===== src/rtl/stream_req_arbiter_pkg.sv =====
// Shared types and widths for the global-buffer stream request arbiter.
// Widths follow the existing channel-group and conv-layer macros.
`ifndef max_num_K
`define max_num_K 16
`endif
`ifndef num_of_Conv_Layer
`define num_of_Conv_Layer 4
`endif

package stream_req_arbiter_pkg;

    localparam int PE_N = 4;
    localparam int K_W  = $clog2(`max_num_K);
    localparam int L_W  = $clog2(`num_of_Conv_Layer);

    typedef enum logic [1:0] {
        IDLE,
        ISSUE,
        WAIT_DONE,
        RESP
    } arb_state_e;

    typedef struct packed {
        logic            is_input;
        logic [K_W-1:0]  k;
        logic [L_W-1:0]  layer;
        logic [PE_N-1:0] dest_mask;
    } stream_cmd_t;

endpackage


===== src/rtl/stream_req_arbiter_rr_pick.sv =====
// Round-robin picker: first set request at or after ptr, wrapping.
module rr_pick
    import stream_req_arbiter_pkg::*;
#(
    parameter int N  = 4,
    parameter int IW = (N > 1) ? $clog2(N) : 1
) (
    input  logic [N-1:0]  req,
    input  logic [IW-1:0] ptr,
    output logic [N-1:0]  grant,
    output logic [IW-1:0] idx,
    output logic          any
);

    int            j;
    logic [IW-1:0] jj;

    always_comb begin
        grant = '0;
        idx   = '0;
        any   = 1'b0;
        j     = 0;
        jj    = '0;
        for (int i = 0; i < N; i++) begin
            j = int'(ptr) + i;
            if (j >= N) begin
                j = j - N;
            end
            jj = IW'(j);
            if (!any && req[jj]) begin
                any       = 1'b1;
                grant[jj] = 1'b1;
                idx       = jj;
            end
        end
    end

endmodule


===== src/rtl/stream_req_arbiter.sv =====
// Shares one global-buffer streamer among PE controllers, round-robin,
// input before filter, merging identical filter requests into a multicast.
module stream_req_arbiter
    import stream_req_arbiter_pkg::*;
#(
    parameter int NUM_PE    = PE_N,
    parameter int MAX_K     = `max_num_K,
    parameter int NUM_LAYER = `num_of_Conv_Layer,
    localparam int KW = $clog2(MAX_K),
    localparam int LW = $clog2(NUM_LAYER),
    localparam int IW = (NUM_PE > 1) ? $clog2(NUM_PE) : 1
) (
    input  logic                 clk,
    input  logic                 rst,
    input  logic [NUM_PE-1:0]    req_filter_valid,
    input  logic [NUM_PE*KW-1:0] req_filter_k,
    input  logic [NUM_PE*LW-1:0] req_layer,
    input  logic [NUM_PE-1:0]    req_input_valid,
    output logic                 cmd_valid,
    input  logic                 cmd_ready,
    output logic                 cmd_is_input,
    output logic [KW-1:0]        cmd_k,
    output logic [LW-1:0]        cmd_layer,
    output logic [NUM_PE-1:0]    cmd_dest_mask,
    input  logic                 stream_done,
    output logic [NUM_PE-1:0]    filter_finish,
    output logic [NUM_PE-1:0]    input_finish,
    output logic                 busy
);

    arb_state_e        state;
    stream_cmd_t       cmd_q;
    logic [IW-1:0]     rr_ptr;
    logic [NUM_PE-1:0] blank_mask;

    logic [NUM_PE-1:0] eff_in, eff_f;
    logic [NUM_PE-1:0] in_grant, f_grant, f_mask;
    logic [IW-1:0]     in_idx, f_idx;
    logic              in_any, f_any;
    logic [KW-1:0]     f_k;
    logic [LW-1:0]     f_layer, in_layer;

    assign eff_in = req_input_valid & ~blank_mask;
    assign eff_f  = req_filter_valid & ~blank_mask;

    rr_pick #(.N(NUM_PE), .IW(IW)) u_pick_in (
        .req   (eff_in),
        .ptr   (rr_ptr),
        .grant (in_grant),
        .idx   (in_idx),
        .any   (in_any)
    );

    rr_pick #(.N(NUM_PE), .IW(IW)) u_pick_f (
        .req   (eff_f),
        .ptr   (rr_ptr),
        .grant (f_grant),
        .idx   (f_idx),
        .any   (f_any)
    );

    assign in_layer = req_layer[in_idx*LW +: LW];
    assign f_k      = req_filter_k[f_idx*KW +: KW];
    assign f_layer  = req_layer[f_idx*LW +: LW];

    // Every other PE waiting on the same (k, layer) rides the same stream.
    always_comb begin
        f_mask = f_grant;
        for (int p = 0; p < NUM_PE; p++) begin
            if (eff_f[p]
                && req_filter_k[p*KW +: KW] == f_k
                && req_layer[p*LW +: LW] == f_layer) begin
                f_mask[p] = 1'b1;
            end
        end
    end

    always_ff @(posedge clk or negedge rst) begin
        if (!rst) begin
            state         <= IDLE;
            rr_ptr        <= '0;
            blank_mask    <= '0;
            cmd_q         <= '0;
            cmd_valid     <= 1'b0;
            filter_finish <= '0;
            input_finish  <= '0;
            busy          <= 1'b0;
        end else begin
            unique case (state)
                IDLE: begin
                    blank_mask <= '0;
                    if (in_any) begin
                        cmd_q.is_input  <= 1'b1;
                        cmd_q.k         <= '0;
                        cmd_q.layer     <= in_layer;
                        cmd_q.dest_mask <= in_grant;
                        rr_ptr    <= (int'(in_idx) == NUM_PE - 1) ? '0 : in_idx + 1'b1;
                        cmd_valid <= 1'b1;
                        busy      <= 1'b1;
                        state     <= ISSUE;
                    end else if (f_any) begin
                        cmd_q.is_input  <= 1'b0;
                        cmd_q.k         <= f_k;
                        cmd_q.layer     <= f_layer;
                        cmd_q.dest_mask <= f_mask;
                        rr_ptr    <= (int'(f_idx) == NUM_PE - 1) ? '0 : f_idx + 1'b1;
                        cmd_valid <= 1'b1;
                        busy      <= 1'b1;
                        state     <= ISSUE;
                    end
                end
                ISSUE: begin
                    if (cmd_ready) begin
                        cmd_valid <= 1'b0;
                        state     <= WAIT_DONE;
                    end
                end
                WAIT_DONE: begin
                    if (stream_done) begin
                        if (cmd_q.is_input) begin
                            input_finish <= cmd_q.dest_mask;
                        end else begin
                            filter_finish <= cmd_q.dest_mask;
                        end
                        state <= RESP;
                    end
                end
                RESP: begin
                    // Served PEs still hold their request for one more cycle.
                    blank_mask    <= cmd_q.dest_mask;
                    filter_finish <= '0;
                    input_finish  <= '0;
                    busy          <= 1'b0;
                    state         <= IDLE;
                end
                default: state <= IDLE;
            endcase
        end
    end

    assign cmd_is_input  = cmd_q.is_input;
    assign cmd_k         = cmd_q.k;
    assign cmd_layer     = cmd_q.layer;
    assign cmd_dest_mask = cmd_q.dest_mask;

endmodule


===== config.mk =====
export PLATFORM = sky130hd
export DESIGN_NAME = stream_req_arbiter
export DESIGN_NICKNAME = d
export VERILOG_FILES = /design/src/rtl/stream_req_arbiter_pkg.sv /design/src/rtl/stream_req_arbiter_rr_pick.sv /design/src/rtl/stream_req_arbiter.sv
export SDC_FILE = /design/constraint.sdc
export NUM_CORES = 1
export LEC_CHECK = 0
export BUFFER_PORTS_ARGS = -buffer_cell sky130_fd_sc_hd__buf_2
export CELL_PAD_IN_SITES_DETAIL_PLACEMENT = 0
export CELL_PAD_IN_SITES_GLOBAL_PLACEMENT = 1
export CORE_ASPECT_RATIO = 2
export CORE_MARGIN = 2
export CORE_UTILIZATION = 40
export DETAILED_ROUTE_END_ITERATION = 6
export PLACE_DENSITY = 0.77
export SETUP_SLACK_MARGIN = 0.4
export SYNTH_ARGS = -nofsm -noshare
export SYNTH_HDL_FRONTEND = slang
export SYNTH_SLANG_ARGS = --single-unit

===== constraint.sdc =====
create_clock -name clk -period 4.15 [get_ports clk]
set_clock_uncertainty 0.2 [all_clocks]
set_input_delay 0.83 -clock clk [delete_from_list [all_inputs] [get_ports clk]]
set_output_delay 0.83 -clock clk [all_outputs]
set_load 0.005 [all_outputs]

==> results.json, run 1 <==
{
  "synth_area_um2": 3490,
  "critPathBufInv": 2,
  "ys_seq_elements": 29,
  "period_share_pct": 84.4,
  "avgViaCountPerCell": 6.40,
  "synth_async_sr_flop_share_pct": 100,
  "synth_fp_nets": 516,
  "critPathLaunchType": "flop",
  "crit_arrival_ns": 3.48,
  "clock_path_buffers": 2,
  "fill_cells": 917,
  "grt_pass1_vias": 3897,
  "synth-edff-count": 0,
  "insertion_delay_ns": 0.27,
  "io_buffers": 56,
  "max-slew-margin-rel_pct": 41.1,
  "p_seq_share_pct": 15.3,
  "fin_crit_ns": 3.50,
  "worstSetupPathType": "reg2reg",
  "antenna_found_initial": 0,
  "start_util_pct": 40.9,
  "clock.fmax_mhz": 286,
  "rsz0062_at_grt": "no",
  "syn_avg_cell_area_um2": 7.39,
  "power.share.clock_pct": 12.8,
  "p_switching_mw": 1.72,
  "place_hpwl_um": 11000,
  "ctsHoldBuffers": 0,
  "clk_pin_slew_ns": 0.05,
  "combPwrFrac_pct": 71.9,
  "synth_top_cell_area_share_pct": 20.8,
  "cts_buffers": 5,
  "rows": 48,
  "synthCells": 472,
  "ys_warn_count": 0,
  "cp_data_required_time_ns": 4.13,
  "track_usage_pct": 29.2,
  "die_y_um": 136,
  "area_growth_syn_to_layout_pct": 15.4,
  "power.total_mw": 3.34,
  "cpMaxStageDelayCell": "ha_1",
  "wl_per_cell_um": 22.6,
  "drc": 0,
  "grt_pass1_wl_um": 21500,
  "ant_nets": 0,
  "final_max_slew_viol_count": 0,
  "path_cells": "inv_2, ha_1, nand2b_1, nor4_1, o31ai_1, buf_4, a32o_1, mux2i_1, o22ai_1, or4_1, o211ai_1",
  "synth_top_area_cell": "dfrtp_1",
  "maxCapViolCount": 0,
  "critical_path.top_delay_family": "compound AO/OA/AOI/OAI gates",
  "drive_gt1_share_pct": 19.2,
  "ios": 57,
  "tightest_slew_ns": 0.878,
  "grt_overflow_total": 0,
  "n_antenna_cell": 0,
  "critPathMaxFanout": 13,
  "p_per_area_nw_per_um2": 830,
  "vias": 3909,
  "clock_sinks": 29,
  "yosysSeqAreaShare_pct": 20.8,
  "gp_congestion": 0.959,
  "cts_tree": "done",
  "routed_wl_um": 13800,
  "cts_max_level": 2,
  "worst_setup_path_end_kind": "flop",
  "synth_top_flop_cell": "dfrtp_1",
  "slowest_delay_ns": 0.57,
  "peakVddDrop_mv": 0.287,
  "core_area_um2": 8530,
  "cts_root_buf": "clkbuf_16",
  "tns_ns": 0,
  "num-nets-final": 554,
  "internal-power_mw": 1.62,
  "die-area_um2": 9520,
  "synth.area.top_cells": "dfrtp_1, o21ai_0, nand2_1",
  "die_x_um": 70.0,
  "switching_share_pct": 51.4,
  "finalSetupViolCount": 0,
  "grt_max_degree": 30,
  "dr.pass1.iters": 5,
  "hp-class": "reg2reg",
  "drtIter0Drc": 307,
  "yosys.cell_types.count": 62,
  "total_leakage_power_nw": 1.72,
  "hold_violations": 0,
  "status": "completed"
}
## power groups by stage
stage	registers [mW]	logic (mW)	clock network [mW]
floorplan	0.486	1.63	0
global placement	0.509	2.31	0
detailed placement	0.513	2.31	0
CTS	0.508	2.33	0.432
global route	0.524	2.62	0.446
finish	0.510	2.40	0.426
## cell families (layout without fill, tap and decap cells)
| group | count (synthesis) | count (layout) | synth area share, % |
|---|---|---|---|
| xor gates and xnor gates | 26 | 26 | 6.53 |
| muxes | 24 | 24 | 8.47 |
| and+or+nand+nor | 165 | 165 | 24.1 |
| AOI/OAI and AO/OA | 155 | 155 | 29.3 |
| adders and majority gates | 8 | 8 | 2.87 |
| DFF | 29 | 29 | 20.8 |
| buffers and inverters | 65 | 104 | 7.97 |
## layout make-up
class                           instances  area [um^2]  area share, %
Tap cell                              100          125           3.11
Clock inverter                          1         30.0          0.747
Multi-Input combinational cell        378         2500           62.2
Timing Repair Buffer                   74          415           10.3
Sequential cell                        29          726           18.0
Inverter                               22         82.6           2.05
Clock buffer                            7          143           3.55
## path summary, 6_finish.rpt
check / startpoint / endpoint / slack, ns / cells after the start
max: rr_ptr[0] / cmd_dest_mask[2] / 0.65 / 11
min: cmd_k[3] / cmd_k[3] / 0.28 / 2
max reg2reg: rr_ptr[0] / cmd_dest_mask[2] / 0.65 / 11
min reg2reg: cmd_k[3] / cmd_k[3] / 0.28 / 2
max in group asynchronous: rst / input_finish[1] / 2.90 / 1
min in group asynchronous: rst / blank_mask[2] / 0.40 / 1
## worst register-to-register path: stages (launching register included)
cell and delay [ns]:
dfrtp_1 0.36, inv_2 0.11, ha_1 0.57, nand2b_1 0.21
nor4_1 0.06, o31ai_1 0.30, buf_4 0.20, a32o_1 0.33
mux2i_1 0.28, o22ai_1 0.14, or4_1 0.54, o211ai_1 0.12
## metrics by stage
step                      cell area [um^2]  std cells  setup WS [ns]  utilization (%)  hold slack (ns)
after floorplan                       3490        472          0.877                -            0.270
after global placement                3820        601          0.277             44.7            0.261
after detailed placement              3820        601          0.316             44.7            0.275
after CTS                             3990        609          0.464             46.8            0.288
after global routing                  4020        611          0.398             47.2            0.316
final                                 4020        611          0.648             47.2            0.278
## synthesized netlist by cell type, drive strengths merged (4+ instances only)
| cell type | number |
|---|---|
| o21ai | 47 |
| nor2b | 17 |
| o2111ai | 4 |
| mux2i | 16 |
| o311ai | 4 |
| nand3 | 10 |
| and3 | 5 |
| nand4 | 4 |
| clkbuf | 33 |
| xor2 | 13 |
| a22o | 4 |
| o22ai | 7 |
| nor4 | 6 |
| nand2b | 12 |
| ha | 8 |
| mux4 | 4 |
| a21oi | 29 |
| a31oi | 6 |
| inv | 22 |
| a211oi | 8 |
| nor3 | 23 |
| mux2 | 4 |
| dfrtp | 29 |
| o211ai | 9 |
| buf | 10 |
| nor2 | 25 |
| xnor2 | 13 |
| nand2 | 49 |
## cells in the final DEF, fill, tap and decap left out, types with 5 or more instances in the layout
cell type	count
o22ai_1	7
o211ai_1	9
nand3_1	10
a21oi_1	29
nor4_1	5
buf_4	18
and3_1	5
nor2b_1	16
ha_1	8
clkbuf_16	5
inv_1	20
nor3_1	23
mux2i_1	16
xor2_1	13
o21ai_0	44
nor2_1	24
xnor2_1	13
a211oi_1	8
nand2b_1	11
dfrtp_1	29
buf_2	56
a31oi_1	6
nand2_1	49
## registers in the layout (all words and copies together) (netlist names)
signal and flops:
cmd_valid 1, cmd_dest_mask 4, cmd_is_input 1, cmd_layer 2, cmd_k 4, state 2
filter_finish 4, busy 1, input_finish 4, rr_ptr 2, blank_mask 4
## repair_timing
item                       in CTS  in global routing
buffers inserted                0                  2
gates resized for setup         0                  4
setup endpoints to repair       0                  1
## layer usage
| metal | vias up | global-route usage (%) | part of all wire, % |
|---|---|---|---|
| met4 | 0 | 17.0 | 6.8 |
| met5 | - | 0 | 0 |
| li1 | 1814 | - | - |
| met1 | 1882 | 27.7 | 34 |
| met3 | 56 | 3.04 | 3.2 |
| met2 | 157 | 58.5 | 57 |
Note: power is estimated with default switching activity, not from simulation.
==> run 2: changes to the inputs <==
==> constraint.sdc (replaced) <==
create_clock -name clk -period 3.4 [get_ports clk]
set_clock_uncertainty 0.2 [all_clocks]
set_input_delay 0.68 -clock clk [delete_from_list [all_inputs] [get_ports clk]]
set_output_delay 0.68 -clock clk [all_outputs]
set_load 0.005 [all_outputs]
==> results.json, run 2 (synthesis gave the netlist of run 1 again) <==
{
  "clock.fmax_mhz": 332,
  "finalSetupViolCount": 0,
  "cts_buffers": 5,
  "grt_pass1_wl_um": 23300,
  "core_area_um2": 8530,
  "area_growth_syn_to_layout_pct": 35.4,
  "clock_path_buffers": 2,
  "drive_gt1_share_pct": 33.3,
  "ctsHoldBuffers": 0,
  "gp_congestion": 1.04,
  "hold_violations": 0,
  "start_util_pct": 40.9,
  "path_cells": "buf_2, nor2b_2, buf_4, nor4_2, o31ai_4, buf_4, a32oi_4, mux2i_2, o22ai_1, or4_1, o211ai_1",
  "worstSetupPathType": "in2reg",
  "cts_root_buf": "clkbuf_16",
  "worst_setup_path_end_kind": "flop",
  "die_x_um": 70.0,
  "clk_pin_slew_ns": 0.05,
  "tightest_slew_ns": 0.691,
  "fill_cells": 846,
  "cts_max_level": 2,
  "period_share_pct": 88.5,
  "critPathLaunchType": "input port",
  "die-area_um2": 9520,
  "ant_nets": 0,
  "r2r-start": "rr_ptr[1]",
  "insertion_delay_ns": 0.28,
  "final_max_slew_viol_count": 0,
  "wl_per_cell_um": 22.4,
  "rr_worst_depth": 12,
  "status": "completed",
  "place_hpwl_um": 11200,
  "drtIter0Drc": 262,
  "ios": 57,
  "rows": 48,
  "avgViaCountPerCell": 6.29,
  "cp_data_required_time_ns": 3.40,
  "crit_arrival_ns": 3.00,
  "grt_pass1_vias": 4386,
  "routed_wl_um": 14800,
  "peakVddDrop_mv": 0.364,
  "clock_sinks": 29,
  "antenna_found_initial": 0,
  "track_usage_pct": 31.6,
  "hp-class": "in2async",
  "io_buffers": 56,
  "dr.pass1.iters": 5,
  "r2r_setup_slack_ns": 0.42,
  "maxCapViolCount": 0,
  "power.total_mw": 5.13,
  "vias": 4156,
  "die_y_um": 136,
  "drc": 0,
  "critPathMaxFanout": 7,
  "timing.hold.ws_ns": 0.243,
  "cts_tree": "done",
  "n_antenna_cell": 0,
  "grt_max_degree": 30,
  "cp-startpoint": "req_filter_valid[1]",
  "rsz0062_at_grt": "yes",
  "total_leakage_power_nw": 2.04,
  "max-slew-margin-rel_pct": 53.9,
  "critical_path.most_common_cell": "buf_4",
  "slowest_delay_ns": 0.52,
  "fin_crit_ns": 3.01,
  "crit-reg2reg-capture": "cmd_dest_mask[2]",
  "num-nets-final": 604,
  "p_per_area_nw_per_um2": 1090,
  "grt_overflow_total": 0,
  "layout_commonest_cell": "buf_4",
  "final_cell_mix": "buf_4, buf_2, nand2_1",
  "cpMaxStageDelayCell": "or4_1"
}
## run 2: changes by cell type in the layout (fill, tap and decap cells not counted), moves of 3 or more
cell,delta
buf_4,+42
buf_6,+6
mux2i_1,-4
nor2b_1,-4
nor3_1,-4
nor3_2,+4
nor4_1,-4
and2b_1,-3
## run 2: layer usage
metal / part of all wire [%] / track usage [%] / routed length [um] / up-vias
li1: - / - / - / 1919
met1: 32 / 29.5 / 4770 / 1993
met2: 55 / 60.3 / 8160 / 166
met3: 3.4 / 4.08 / 502 / 78
met4: 9.3 / 24.6 / 1370 / 0
met5: 0 / 0 / 0 / -
## run 2: how the worst max path moves through the flow
stage / to / slack, ns / depth (start not counted)
after CTS: cmd_dest_mask[2] / 0.36 / 11
final: cmd_dest_mask[2] / 0.39 / 11
after global routing: cmd_dest_mask[2] / 0.33 / 12
after detailed placement: cmd_dest_mask[3] / -0.04 / 10
after floorplan: cmd_dest_mask[2] / 0.29 / 10
after global placement: cmd_dest_mask[3] / -0.04 / 11
## run 2: critical path, delay by kind of cell
kind                   cells  cell delay (ns)
AND/OR/NAND/NOR            3             1.00
AO/OA/AOI/OAI              4             0.55
buffers and inverters      3             0.44
multiplexers               1             0.33
## run 2: metrics by stage
stage	area (um^2)	util, %	worst slack, ns	TNS [ns]	instances
6_report	4720	55.4	0.391	0	661
2_1_floorplan	3500	-	0.287	0	472
4_1_cts	4490	52.7	0.358	0	653
3_5_place_dp	4030	47.3	-0.0377	-0.0900	629
3_3_place_gp	4030	47.3	-0.0362	-0.0496	629
5_1_grt	4720	55.4	0.325	0	661
## run 2: area by class of cell
| type | count | area, um^2 | share of cell area [%] |
|---|---|---|---|
| multi-input combinational | 379 | 2760 | 58.5 |
| tap | 100 | 125 | 2.65 |
| inverter | 22 | 82.6 | 1.75 |
| clock buffer | 5 | 125 | 2.65 |
| sequential | 29 | 728 | 15.4 |
| timing repair buffer | 123 | 833 | 17.7 |
| clock inverter | 3 | 65.1 | 1.38 |
## run 2: repair_timing
item	in CTS	in global routing
resized for setup	28	40
buffers inserted	15	8
pin swaps	10	10
gates cloned	1	0
setup endpoints to repair	8	8
## run 2: report_power, final
part / internal [mW] / leakage (nW) / switching [mW] / total [mW]
Combinational: 1.77 / 1.57 / 2.15 / 3.92
Sequential: 0.485 / 0.372 / 0.140 / 0.625
Clock: 0.418 / 0.0938 / 0.158 / 0.576
